**src/rtl/i2c_chan_sched.sv**
```systemverilog
// i2c_chan_sched: round-robin scheduler sharing one I2C byte engine between four channels.
// Latency: grant one edge after a request is sampled; eng_start one edge after START sees eng_busy low.
// Backpressure: eng_busy stalls the start; each channel holds req until its done pulse.
module i2c_chan_sched #(
  parameter int TIMEOUT_CYC = 4096,
  parameter int GUARD_CYC   = 8     // must be at least 1
) (
  input  logic        CLK,
  input  logic        RES,
  input  logic [3:0]  req,
  input  logic [3:0]  en,
  input  logic [31:0] req_data,
  input  logic [3:0]  req_rd,
  input  logic        eng_busy,
  input  logic        eng_done,
  input  logic        eng_ack,
  input  logic [7:0]  eng_rdata,
  output logic        eng_start,
  output logic        eng_abort,
  output logic [7:0]  eng_data,
  output logic        eng_rd,
  output logic [1:0]  eng_sel,
  output logic [3:0]  grant,
  output logic [3:0]  done,
  output logic [3:0]  nack,
  output logic [3:0]  err,
  output logic [7:0]  rdata
);

  localparam int TW = (TIMEOUT_CYC > 1) ? $clog2(TIMEOUT_CYC) : 1;
  localparam int GW = (GUARD_CYC > 0) ? $clog2(GUARD_CYC + 1) : 1;
  localparam logic [TW-1:0] T_LAST = TW'(TIMEOUT_CYC - 1);
  localparam logic [GW-1:0] G_LAST = GW'(GUARD_CYC - 1);

  typedef enum logic [1:0] {S_IDLE, S_START, S_WAIT, S_GUARD} state_t;

  state_t         state_q, state_d;
  logic [3:0]     grant_q, grant_d;
  logic [1:0]     sel_q, sel_d;
  logic [7:0]     data_q, data_d;
  logic           rd_q, rd_d;
  logic [7:0]     rdata_q, rdata_d;
  logic [1:0]     last_q, last_d;
  logic [TW-1:0]  tcnt_q, tcnt_d;
  logic [GW-1:0]  gcnt_q, gcnt_d;
  logic           start_q, start_d;
  logic           abort_q, abort_d;
  logic [3:0]     done_q, done_d;
  logic [3:0]     nack_q, nack_d;
  logic [3:0]     err_q, err_d;

  logic [3:0]     pend;
  logic [1:0]     win;
  logic [1:0]     cand;
  logic           win_vld;

  // Round-robin pick: first enabled requester after the last owner, wrapping mod 4
  always_comb begin
    pend    = req & en;
    win     = 2'd0;
    win_vld = 1'b0;
    cand    = 2'd0;
    for (int i = 1; i <= 4; i++) begin
      cand = last_q + 2'(i);
      if (!win_vld && pend[cand]) begin
        win     = cand;
        win_vld = 1'b1;
      end
    end
  end

  // Next-state and registered-output computation; pulses default low every cycle
  always_comb begin
    state_d = state_q;
    grant_d = grant_q;
    sel_d   = sel_q;
    data_d  = data_q;
    rd_d    = rd_q;
    rdata_d = rdata_q;
    last_d  = last_q;
    tcnt_d  = tcnt_q;
    gcnt_d  = gcnt_q;
    start_d = 1'b0;
    abort_d = 1'b0;
    done_d  = 4'b0;
    nack_d  = 4'b0;
    err_d   = 4'b0;
    case (state_q)
      S_IDLE: begin
        if (win_vld) begin
          grant_d = 4'b0001 << win;
          sel_d   = win;
          data_d  = req_data[{win, 3'b000} +: 8];
          rd_d    = req_rd[win];
          state_d = S_START;
        end
      end
      S_START: begin
        if (!eng_busy) begin
          start_d = 1'b1;
          tcnt_d  = '0;
          state_d = S_WAIT;
        end
      end
      S_WAIT: begin
        // A done arriving on the timeout cycle takes precedence over the abort
        if (eng_done) begin
          done_d  = grant_q;
          nack_d  = eng_ack ? 4'b0 : grant_q;
          if (rd_q) rdata_d = eng_rdata;
          grant_d = 4'b0;
          gcnt_d  = '0;
          state_d = S_GUARD;
        end else if (tcnt_q == T_LAST) begin
          abort_d = 1'b1;
          done_d  = grant_q;
          err_d   = grant_q;
          grant_d = 4'b0;
          gcnt_d  = '0;
          state_d = S_GUARD;
        end else begin
          tcnt_d = tcnt_q + 1'b1;
        end
      end
      S_GUARD: begin
        // eng_sel stays on the finished channel so the bus mux does not glitch
        if (gcnt_q == G_LAST) begin
          last_d  = sel_q;
          state_d = S_IDLE;
        end else begin
          gcnt_d = gcnt_q + 1'b1;
        end
      end
      default: state_d = S_IDLE;
    endcase
  end

  // State and output registers; reset drops any transaction without a done or abort
  always_ff @(posedge CLK or negedge RES) begin
    if (!RES) begin
      state_q <= S_IDLE;
      grant_q <= 4'b0;
      sel_q   <= 2'd0;
      data_q  <= 8'd0;
      rd_q    <= 1'b0;
      rdata_q <= 8'd0;
      last_q  <= 2'd3;
      tcnt_q  <= '0;
      gcnt_q  <= '0;
      start_q <= 1'b0;
      abort_q <= 1'b0;
      done_q  <= 4'b0;
      nack_q  <= 4'b0;
      err_q   <= 4'b0;
    end else begin
      state_q <= state_d;
      grant_q <= grant_d;
      sel_q   <= sel_d;
      data_q  <= data_d;
      rd_q    <= rd_d;
      rdata_q <= rdata_d;
      last_q  <= last_d;
      tcnt_q  <= tcnt_d;
      gcnt_q  <= gcnt_d;
      start_q <= start_d;
      abort_q <= abort_d;
      done_q  <= done_d;
      nack_q  <= nack_d;
      err_q   <= err_d;
    end
  end

  assign eng_start = start_q;
  assign eng_abort = abort_q;
  assign eng_data  = data_q;
  assign eng_rd    = rd_q;
  assign eng_sel   = sel_q;
  assign grant     = grant_q;
  assign done      = done_q;
  assign nack      = nack_q;
  assign err       = err_q;
  assign rdata     = rdata_q;

endmodule

```
**config.mk**
```make
export PLATFORM = sky130hd
export DESIGN_NAME = i2c_chan_sched
export DESIGN_NICKNAME = d
export VERILOG_FILES = /design/src/rtl/i2c_chan_sched.sv
export SDC_FILE = /design/constraint.sdc
export NUM_CORES = 1
export LEC_CHECK = 0
export ABC_AREA = 1
export CAP_MARGIN = 20
export CORE_MARGIN = 2
export CORE_UTILIZATION = 51
export CTS_CLUSTER_SIZE = 25
export DETAILED_ROUTE_END_ITERATION = 6
export PLACE_DENSITY = 0.86
export RECOVER_POWER = 25
export SYNTH_ARGS = -nofsm -noshare
export SYNTH_HDL_FRONTEND = slang
export SYNTH_SLANG_ARGS = --single-unit
```
**constraint.sdc**
```tcl
create_clock -name CLK -period 3.2 [get_ports CLK]
set_input_delay 0.32 -clock CLK [delete_from_list [all_inputs] [get_ports CLK]]
set_output_delay 0.32 -clock CLK [all_outputs]
set_load 0.01 [all_outputs]
```
==> results of run 1 <==
-- worst max-delay path: stages (launching register included) --
cell and delay (ns):
dfstp_2 0.67, inv_2 0.15, nand2_1 0.10, nand2_2 0.07, nand2_1 0.07, nand2_1 0.10, nand2_2 0.10, nor2_2 0.04
nand2_1 0.07, nand3_2 0.25, inv_1 0.39, nand2_1 0.11, nand2_1 0.08, nand2_1 0.05, nand2_1 0.06
-- cells by family after synthesis --
kind of cell    Yosys count  share of synthesized area
xor+xnor                  3                   0.008335
simple gates            254                     0.3492
mux                       8                    0.02857
flops                    57                     0.4532
compound gates           36                    0.06270
buf+inv                  50                    0.07023
fa+ha+maj                 7                    0.02778
-- stage by stage --
step,hold slack (ns),instances,power [W]
final,0.4965,591,0.003683
after global routing,0.5039,591,0.003992
after CTS,0.1123,591,0.003703
after detailed placement,0.4681,575,0.002955
after global placement,0.4669,575,0.002882
after floorplan,0.02441,415,0.002348
-- report_power, final --
group | total [W] | internal, W | switching, W
registers | 0.00106 | 0.000926 | 0.000139
logic | 0.00189 | 0.000761 | 0.00113
clock network | 0.000728 | 0.000437 | 0.000291
total | 0.00368 | 0.00212 | 0.00156
-- registers in the layout, indices dropped and copies added, names as in the netlist --
signal,count
eng_data,8
err,4
grant,4
gcnt_q,4
eng_sel,2
eng_rd,1
rdata,8
tcnt_q,12
nack,4
eng_start,1
done,4
eng_abort,1
state_q,2
last_q,2
-- path summary, 6_finish.rpt --
| kind | endpoint | cells after the start | start |
|---|---|---|---|
| max | eng_rd$_DFFE_PN0P_ | 14 | last_q[0]$_DFFE_PN1P_ |
| min | eng_data[5]$_DFFE_PN0P_ | 2 | eng_data[5]$_DFFE_PN0P_ |
| max reg2reg | eng_rd$_DFFE_PN0P_ | 14 | last_q[0]$_DFFE_PN1P_ |
| min reg2reg | eng_data[5]$_DFFE_PN0P_ | 2 | eng_data[5]$_DFFE_PN0P_ |
| max in group asynchronous | last_q[1]$_DFFE_PN1P_ | 2 | RES |
| min in group asynchronous | nack[2]$_DFF_PN0_ | 1 | RES |
-- layer usage --
| layer | wire [um] | GRT usage |
|---|---|---|
| met5 | 0 | 0 |
| met4 | 172 | 0.08197 |
| met3 | 550 | 0.08478 |
| met2 | 3973 | 0.4347 |
| met1 | 3298 | 0.3040 |
-- layout by cell type, fill, tap and decap left out --
cell type / instances
a21oi_1: 8
a32o_1: 1
buf_4: 4
bufinv_16: 2
clkbuf_1: 1
clkbuf_8: 9
clkdlybuf4s50_1: 92
clkinv_1: 1
clkinv_2: 2
clkinvlp_4: 2
dfrtp_1: 55
dfstp_2: 2
ha_1: 7
inv_1: 33
inv_2: 4
inv_6: 1
mux2_2: 8
nand2_1: 151
nand2_2: 6
nand3_1: 45
nand3_2: 4
nand4_1: 6
nor2_1: 29
nor2_2: 3
nor2_4: 1
nor3_1: 6
nor3_2: 1
o211ai_1: 1
o21a_1: 1
o21ai_0: 20
o21ai_1: 2
o31ai_1: 3
or2_2: 1
or2_4: 1
xor2_1: 3
-- cell type report --
class	count	area, sq um
repair buffers	97	954.7
multi-input cells	308	1503
clock inverters	7	93.84
inverters	38	142.6
fillers	454	1615
well taps	75	93.84
clock buffers	9	123.9
flip-flops and latches	57	1429
==> impl_results.md, run 1 <==
* Hold crit path type: register to register
* Largest net degree at the start of global routing at 41
* Post-cts repair resize count at 0
* Share of the core filled with cells at 0.7288
* Final min period at 2.389 ns
* Number of sinks driven by the clock tree at 57
* Number of H-tree levels at 3
* FMAX at around 420 MHz
* YS warnings at 0
* Number of buffers between clock root and the deepest sink at 2
* DP Worst Slack at approximately 0.83 ns
* Slew @ Worst Pin at 2.099 ns
* Iteration-0 DRC count of the detailed router at 214
* Via count of the first global-routing pass at 2976
* Floorplan row count at 28
* Flip-flop cell with the highest count after synthesis: dfrtp_1
* Maximum resistive drop on vdd at ~0.57 mV
* Cell count after synthesis at 415
* Synth Register Bits at 57
* Leakage at 2.066 nW
* Global-route wire length before repair at 13050 um
* Power density over the cells at 848.6 mW/mm^2
* Clock network latency to the later pin of the worst-skew pair at 0.33 ns
* Antenna violations before repair at 0
* DRC violations left at 0
* Synthesized netlist net count at 479
* RSZ-0062 raised after global routing: false
* Minimum setup slack among reg-to-reg paths at 0.81 ns
* Height of the die at 82.63 um
* # diodes at 0
* Crit. End Element: register
* Post-synthesis cell type with the largest combined area: dfrtp_1
* Number of port buffers at 93
* Reported max-cap violation count at 1
* Max-slew headroom at -0.3992
* CP required at 3.48 ns
* Last weighted congestion value of the routability-driven placer at 0.8903
* Count of hold-fix buffers inserted at cts at 0
* CTS buffer count at 9
* Number of enable flip-flop cells after synthesis at 0
* Die outline area at about 0.007 sq mm
* Worst-path clk slew at about 0.070 ns
* Fraction of final layout cells with drive strength greater than 1 at 0.09884
* Pins Over Slew Limit at 41
* Layout-stage area growth over the synthesis result at 37.66%
* Overall overflow remaining after global route at 0
* Fraction of the cycle the final worst path needs at 0.7465
* Final setup TNS at 0 ns
* Top cells by area in the synthesized netlist: dfrtp_1 44%, nand2_1 18%, nand3_1 7.1%, inv_1 3.9%, nor2_1 3.5%
* Detailed-routing iteration count for the pre-antenna-repair pass at 5
* Post-DR wirelength/cell at 13.53 um
* Most numerous cell types in the synthesized netlist: 151 x nand2_1, 55 x dfrtp_1, 45 x nand3_1
* Fraction of synthesized cell area taken by the top area cell type at 0.4365
* Via count at 3070
* Synthesized area divided by synthesized cell count at ~7.6 sq um
* Largest fanout on the critical path at 13
* CP arrival at between 2 and 3 ns
* Final design instance area without fill at approximately 0.0043 sq mm
* Final-report hold violation count at 0
* Area post-placement at 0.004124 sq mm
* Violations in the final reports: max-capacitance violations, max-slew violations
* I/O pins at 94
* Clk root buf: clkbuf_8
* Area of the core region at between 0.005 and 0.006 sq mm
* Vias per std cell at 5.195
* Setup Skew at 0.006809 ns
* Count of buffers added by post-CTS timing repair for setup at 0
* Setup CP Type: register to register
* Final net count at ~580
* Chip width at just over 80 um
* Initial standard-cell utilization of the core at 0.5294
* Total routed wirelength at 7994 um
* TritonCTS clock tree: done
* Register area share after synthesis at 0.4532
* Share of synthesized flip-flops with an asynchronous set or reset at 1.000
* Cell with the most instances after synthesis: nand2_1
* Final Worst Setup Slack at 0.8111 ns
* Synth Cell Area at between 0.003 and 0.004 sq mm
* Unique cell type count in the Yosys netlist at 31
* GRT Total Usage at 0.2548
* Startpoint types: register
* Post-DP HPWL at 6086 um
* Status: finished, violations left
* Final setup violating endpoints at 0
* Antenna violation net count after detailed routing at 0
(Power assumes the default switching activity.)
==> inputs of run 2 (changes only) <==
Settings changed: CORE_UTILIZATION 51 to 47, PLACE_DENSITY 0.86 to 0.8.
Clock period 3.2 ns to 2.5 ns, I/O delays scaled along.
==> impl_results.md, run 2 (same netlist as run 1, synthesis figures left out) <==
* Status: completed
* Capture point of the worst reg-to-reg path: eng_data[7]$_DFFE_PN0P_
* Filler cell count in the final layout at 518
* Final design instance area without fill at 0.004395 sq mm
* Number of H-tree levels at 3
* R2R cell count at 9
* Setup CP Type: register to register
* Combinational share of power at 0.504
* Largest net degree at the start of global routing at 58
* # diodes at 0
* Worst-path clk slew at 0.07 ns
* Number of sinks driven by the clock tree at 57
* Power density over the cells at 1119 mW/mm^2
* CP required at 2.73 ns
* Net switching power at 0.002038 W
* Slowest Stage Delay on Critical Path at 0.67 ns
* Final Worst Setup Slack at 0.2064 ns
* Count of placed standard cells in the final layout, fillers left out at 594
* Antenna violation net count after detailed routing at 0
* Slowest stage cell, crit path: dfstp_2
* Final min period at around 2.3 ns
* Height of the die at 85.91 um
* Die outline area at 0.007380 sq mm
* TritonCTS clock tree: done
* Total routed wirelength at 8045 um
* Post-DR wirelength/cell at about 14 um
* Slew @ Worst Pin at between 1 and 1.5 ns
* Max-slew headroom at 0.06308
* Area taken by flip-flops and latches at 0.001429 sq mm
* Initial standard-cell utilization of the core at 0.4909
* Largest fanout on the critical path at 13
* Setup Skew at ~0.0063 ns
* Switching Fraction at 0.4145
* Power Internal at about 0.0029 W
* Final setup TNS at 0 ns
* Global-route wire length before repair at 13270 um
* Detailed-routing iteration count for the pre-antenna-repair pass at 4
* Pins Over Slew Limit at 0
* DP Worst Slack at 0.2286 ns
* Area taken by multi-input logic gates at 0.001510 sq mm
* Fraction of the cycle the final worst path needs at 0.9175
* Clock network latency to the later pin of the worst-skew pair at 0.34 ns
* Reg power frac at 0.279
* Final Total Pwr at 0.004918 W
* Floorplan row count at 29
* CTS buffer count at 9
* Count of buffers added by post-CTS timing repair for setup at 0
* FMAX at 436.0 MHz
* Clk root buf: clkbuf_8
* Area of the core region at 0.006422 sq mm
* Largest register by flop count: tcnt_q
* Cell mode on critical path: nand2_1
* Iteration-0 DRC count of the detailed router at 180
* Last weighted congestion value of the routability-driven placer at 0.8529
* Dpl cells at 578
* Maximum resistive drop on vdd at 0.7746 mV
* Vias per std cell at 5.079
* Max FFs per register at 12
* Fraction of final layout cells with drive strength greater than 1 at 0.1044
* Layout-stage area growth over the synthesis result at 39.40%
* Most frequent standard cell in the layout excluding fill and tap cells: nand2_1
* DRC violations left at 0
* Via count of the first global-routing pass at 2928
* Critical Path, Cell by Cell: inv_2 > nand2_1 > nand2_1 > o21ai_1 > nor3_2 > nor2_2 > clkinvlp_4 > nand2_1 > nand2_1
* I/O pins at 94
* Commonest cells after routing, fill and taps aside: 151 x nand2_1, 92 x clkdlybuf4s50_1, 55 x dfrtp_1, 45 x nand3_1, 33 x inv_1
* Final net count at roughly 580
* Final-report hold violation count at 0
* Post-DP HPWL at 5880 um
* Via count at slightly above 3000
* Number of buffers between clock root and the deepest sink at 2
* Number of port buffers at 93
* Origin of the worst setup path: last_q[0]$_DFFE_PN1P_
* Crit. End Element: register
* Count of hold-fix buffers inserted at cts at 0
* Antenna violations before repair at 0
* CP arrival at 2.52 ns
* Final setup violating endpoints at 0
* Startpoint of the worst-slack reg-to-reg timing path: last_q[0]$_DFFE_PN1P_
* Startpoint types: register
* Reported max-cap violation count at 0
* Post-cts repair resize count at 0
* Hold crit path type: input port to asynchronous set/reset pin
* Overall overflow remaining after global route at 0
* Clock network power share at 0.218
* Area post-placement at 0.004134 sq mm
* GRT Total Usage at 0.2275
* RSZ-0062 raised after global routing: false
* Leakage at 2.091 nW
* Minimum setup slack among reg-to-reg paths at 0.21 ns
* Chip width at 85.91 um
[run 2: layout make-up]
cell class	count	share of cell area
sequential	57	0.3251
inverter	38	0.03330
clock buffer	10	0.03131
timing repair buffer	98	0.2186
clock inverter	6	0.02619
multi-input combinational	308	0.3436
tap	77	0.02192
[run 2: worst max path at each step]
stage	endpoint	slack, ns	cells past startpoint
2_1_floorplan	tcnt_q[5]$_DFFE_PN0P_	0.68	11
3_3_place_gp	eng_data[1]$_DFFE_PN0P_	0.28	9
3_5_place_dp	eng_data[3]$_DFFE_PN0P_	0.23	15
4_1_cts	eng_data[3]$_DFFE_PN0P_	0.20	15
5_1_grt	eng_data[5]$_DFFE_PN0P_	0.02	9
6_report	eng_data[7]$_DFFE_PN0P_	0.21	9
[run 2: layer usage]
layer,GRT usage,share of wire
met5,0,0
met4,0.06926,0.0091
met2,0.3862,0.50
met1,0.2837,0.44
met3,0.06160,0.050
[run 2: critical path, delay by kind of cell (launching register included)]
family / cells / cell delay, ns
compound gates: 1 / 0.26
buf+inv: 2 / 0.46
flops: 1 / 0.67
simple gates: 6 / 0.81
[run 2: power groups by stage]
| stage | combinational [W] | clock [W] | sequential, W |
|---|---|---|---|
| 2_1_floorplan | 0.00160 | 0 | 0.00141 |
| 3_3_place_gp | 0.00236 | 0 | 0.00137 |
| 4_1_cts | 0.00246 | 0.00109 | 0.00137 |
| 5_1_grt | 0.00278 | 0.00113 | 0.00140 |
| 3_5_place_dp | 0.00244 | 0 | 0.00138 |
| 6_report | 0.00248 | 0.00107 | 0.00137 |
[run 2: stage by stage]
stage            util  hold WS (ns)
2_1_floorplan       -      -0.04559
3_3_place_gp   0.6437        0.4276
3_5_place_dp   0.6437        0.4313
4_1_cts        0.6830       0.05874
5_1_grt        0.6844        0.4297
6_report       0.6844        0.3264
==> inputs of run 3 (changes only) <==
Settings changed: CORE_UTILIZATION 47 to 49, CTS_BUF_LIST set to sky130_fd_sc_hd__clkbuf_8, PLACE_DENSITY 0.8 to 0.83.
==> impl_results.md, run 3 (same netlist as run 1, synthesis figures left out) <==
* Status: finished, violations left
* Violations in the final reports: max-capacitance violations, max-slew violations
* FMAX at 433.2 MHz
* Initial standard-cell utilization of the core at 0.5023
* GRT Total Usage at 0.2370
* I/O pins at 94
* Number of port buffers at 93
* Post-DR wirelength/cell at approximately 14 um
* Net switching power at around 0.002 W
* Clock network power share at 0.186
* Final-report hold violation count at 0
* Global-route wire length before repair at 13510 um
* Largest register by flop count: tcnt_q
* Final setup TNS at 0 ns
* Reg power frac at 0.288
* Commonest cells after routing, fill and taps aside: 151 x nand2_1, 92 x clkdlybuf4s50_1, 55 x dfrtp_1, 45 x nand3_1, 33 x inv_1
* Power density over the cells at 1084 mW/mm^2
* Number of H-tree levels at 3
* Filler cell count in the final layout at 492
* Count of placed standard cells in the final layout, fillers left out at 597
* Floorplan row count at 29
* Detailed-routing iteration count for the pre-antenna-repair pass at 4
* TritonCTS clock tree: done
* Antenna violation net count after detailed routing at 0
* Leakage at 2.069 nW
* Area of the core region at 0.006277 sq mm
* Fraction of the cycle the final worst path needs at 0.9233
* Critical Path, Cell by Cell: inv_2 > nand2_2 > nand2_2 > nand2_1 > nand2_1 > nor2_1 > nand4_1 > buf_4 > nand3_1 > nand2_1 > nand2_1 > nand2_1 > nand2_1 > nand2_1
* Via count at 3091
* Max FFs per register at 12
* Height of the die at 84.22 um
* DP Worst Slack at 0.1801 ns
* Setup Skew at 0.008576 ns
* Worst-path clk slew at approximately 0.07 ns
* Area taken by multi-input logic gates at around 0.0015 sq mm
* Area taken by flip-flops and latches at 0.001429 sq mm
* Largest net degree at the start of global routing at 30
* Slew @ Worst Pin at 1.521 ns
* Switching Fraction at 0.4324
* CTS buffer count at 9
* Die outline area at 0.007092 sq mm
* Final setup violating endpoints at 0
* Clk root buf: clkbuf_8
* Smallest hold slack at slightly below 0.5 ns
* RSZ-0062 raised after global routing: false
* Number of buffers between clock root and the deepest sink at 2
* Largest fanout on the critical path at 20
* Clock network latency to the later pin of the worst-skew pair at 0.34 ns
* Overall overflow remaining after global route at 0
* CP arrival at 2.54 ns
* Slowest Stage Delay on Critical Path at 0.67 ns
* Hold crit path type: register to register
* Count of buffers added by post-CTS timing repair for setup at 0
* Total routed wirelength at about 8100 um
* Reported max-cap violation count at 1
* CP required at 2.73 ns
* Final net count at 579
* Maximum resistive drop on vdd at about 0.62 mV
* Most frequent standard cell in the layout excluding fill and tap cells: nand2_1
* Power Internal at 0.002685 W
* Layout-stage area growth over the synthesis result at 38.33%
* Crit. End Element: register
* Chip width at 84.22 um
* Max-slew headroom at -0.01386
* Startpoint types: register
* Slowest stage cell, crit path: dfstp_2
* Number of sinks driven by the clock tree at 57
* Final Worst Setup Slack at ~0.19 ns
* Cell mode on critical path: nand2_1
* Pins Over Slew Limit at 30
* Final min period at 2.308 ns
* Combinational share of power at 0.525
* Vias per std cell at 5.178
* DRC violations left at 0
* Last weighted congestion value of the routability-driven placer at 0.8904
* Post-DP HPWL at between 6000 and 7000 um
* Via count of the first global-routing pass at 2934
* Fraction of final layout cells with drive strength greater than 1 at 0.1000
* # diodes at 0
* Dpl cells at 580
* Setup CP Type: register to register
* Antenna violations before repair at 0
* Iteration-0 DRC count of the detailed router at between 150 and 200
* Final Total Pwr at between 0.004 and 0.005 W
run 3: cell count changes in the layout (fill, tap and decap cells not counted), sizes merged:
cell,previous run,this run
inv,37,38
dlygate4sd3,0,1
bufinv,3,1
clkbuf,11,13
clkinvlp,2,3
run 3: repair_timing:
action                                 in CTS  in global routing
setup endpoints to repair                   0                  8
hold buffers                                1                  0
endpoints found under the hold margin      55                  0
gates resized for setup                     0                  1
run 3: power groups by stage:
stage / sequential, W / clock (W) / combinational [W]
3_5_place_dp: 0.00138 / 0 / 0.00246
5_1_grt: 0.00140 / 0.000942 / 0.00277
4_1_cts: 0.00136 / 0.000898 / 0.00248
3_3_place_gp: 0.00136 / 0 / 0.00236
2_1_floorplan: 0.00141 / 0 / 0.00160
6_report: 0.00136 / 0.000880 / 0.00249
run 3: worst max-delay path, delay by kind of cell (launching register included):
family | cells | cell delay, ns
simple gates | 12 | 1.11
flops | 1 | 0.67
buf+inv | 2 | 0.42
run 3: routing by layer:
layer / up-vias / share of wire / global-route usage / routed length (um)
met3: 9 / 0.054 / 0.05310 / 436
met2: 82 / 0.51 / 0.4098 / 4142
li1: 1538 / - / - / -
met1: 1462 / 0.42 / 0.2991 / 3431
met5: - / 0 / 0 / 0
met4: 0 / 0.0098 / 0.06891 / 79
run 3: area by class of cell:
cell class | count | area share
repair buffers | 101 | 0.2246
well taps | 77 | 0.02209
clock buffers | 10 | 0.03155
clock inverters | 6 | 0.01520
multi-input cells | 308 | 0.3462
inverters | 38 | 0.03270
flip-flops and latches | 57 | 0.3276
run 3: stage by stage:
| stage | cell area [sq um] | util |
|---|---|---|
| 2_1_floorplan | 3153 | - |
| 3_3_place_gp | 4149 | 0.6610 |
| 3_5_place_dp | 4149 | 0.6610 |
| 4_1_cts | 4363 | 0.6950 |
| 5_1_grt | 4362 | 0.6948 |
| 6_report | 4362 | 0.6948 |
run 3: final timing paths:
path                                           end  slack [ns]  cells past startpoint                     from
setup / recovery           eng_data[2]$_DFFE_PN0P_        0.19                     14    last_q[0]$_DFFE_PN1P_
hold / removal             eng_data[0]$_DFFE_PN0P_        0.49                      2  eng_data[0]$_DFFE_PN0P_
setup reg to reg           eng_data[2]$_DFFE_PN0P_        0.19                     14    last_q[0]$_DFFE_PN1P_
hold reg to reg            eng_data[0]$_DFFE_PN0P_        0.49                      2  eng_data[0]$_DFFE_PN0P_
max in group asynchronous    tcnt_q[2]$_DFFE_PN0P_        0.69                      3                      RES
min in group asynchronous        done[2]$_DFF_PN0_        0.91                      3                      RES
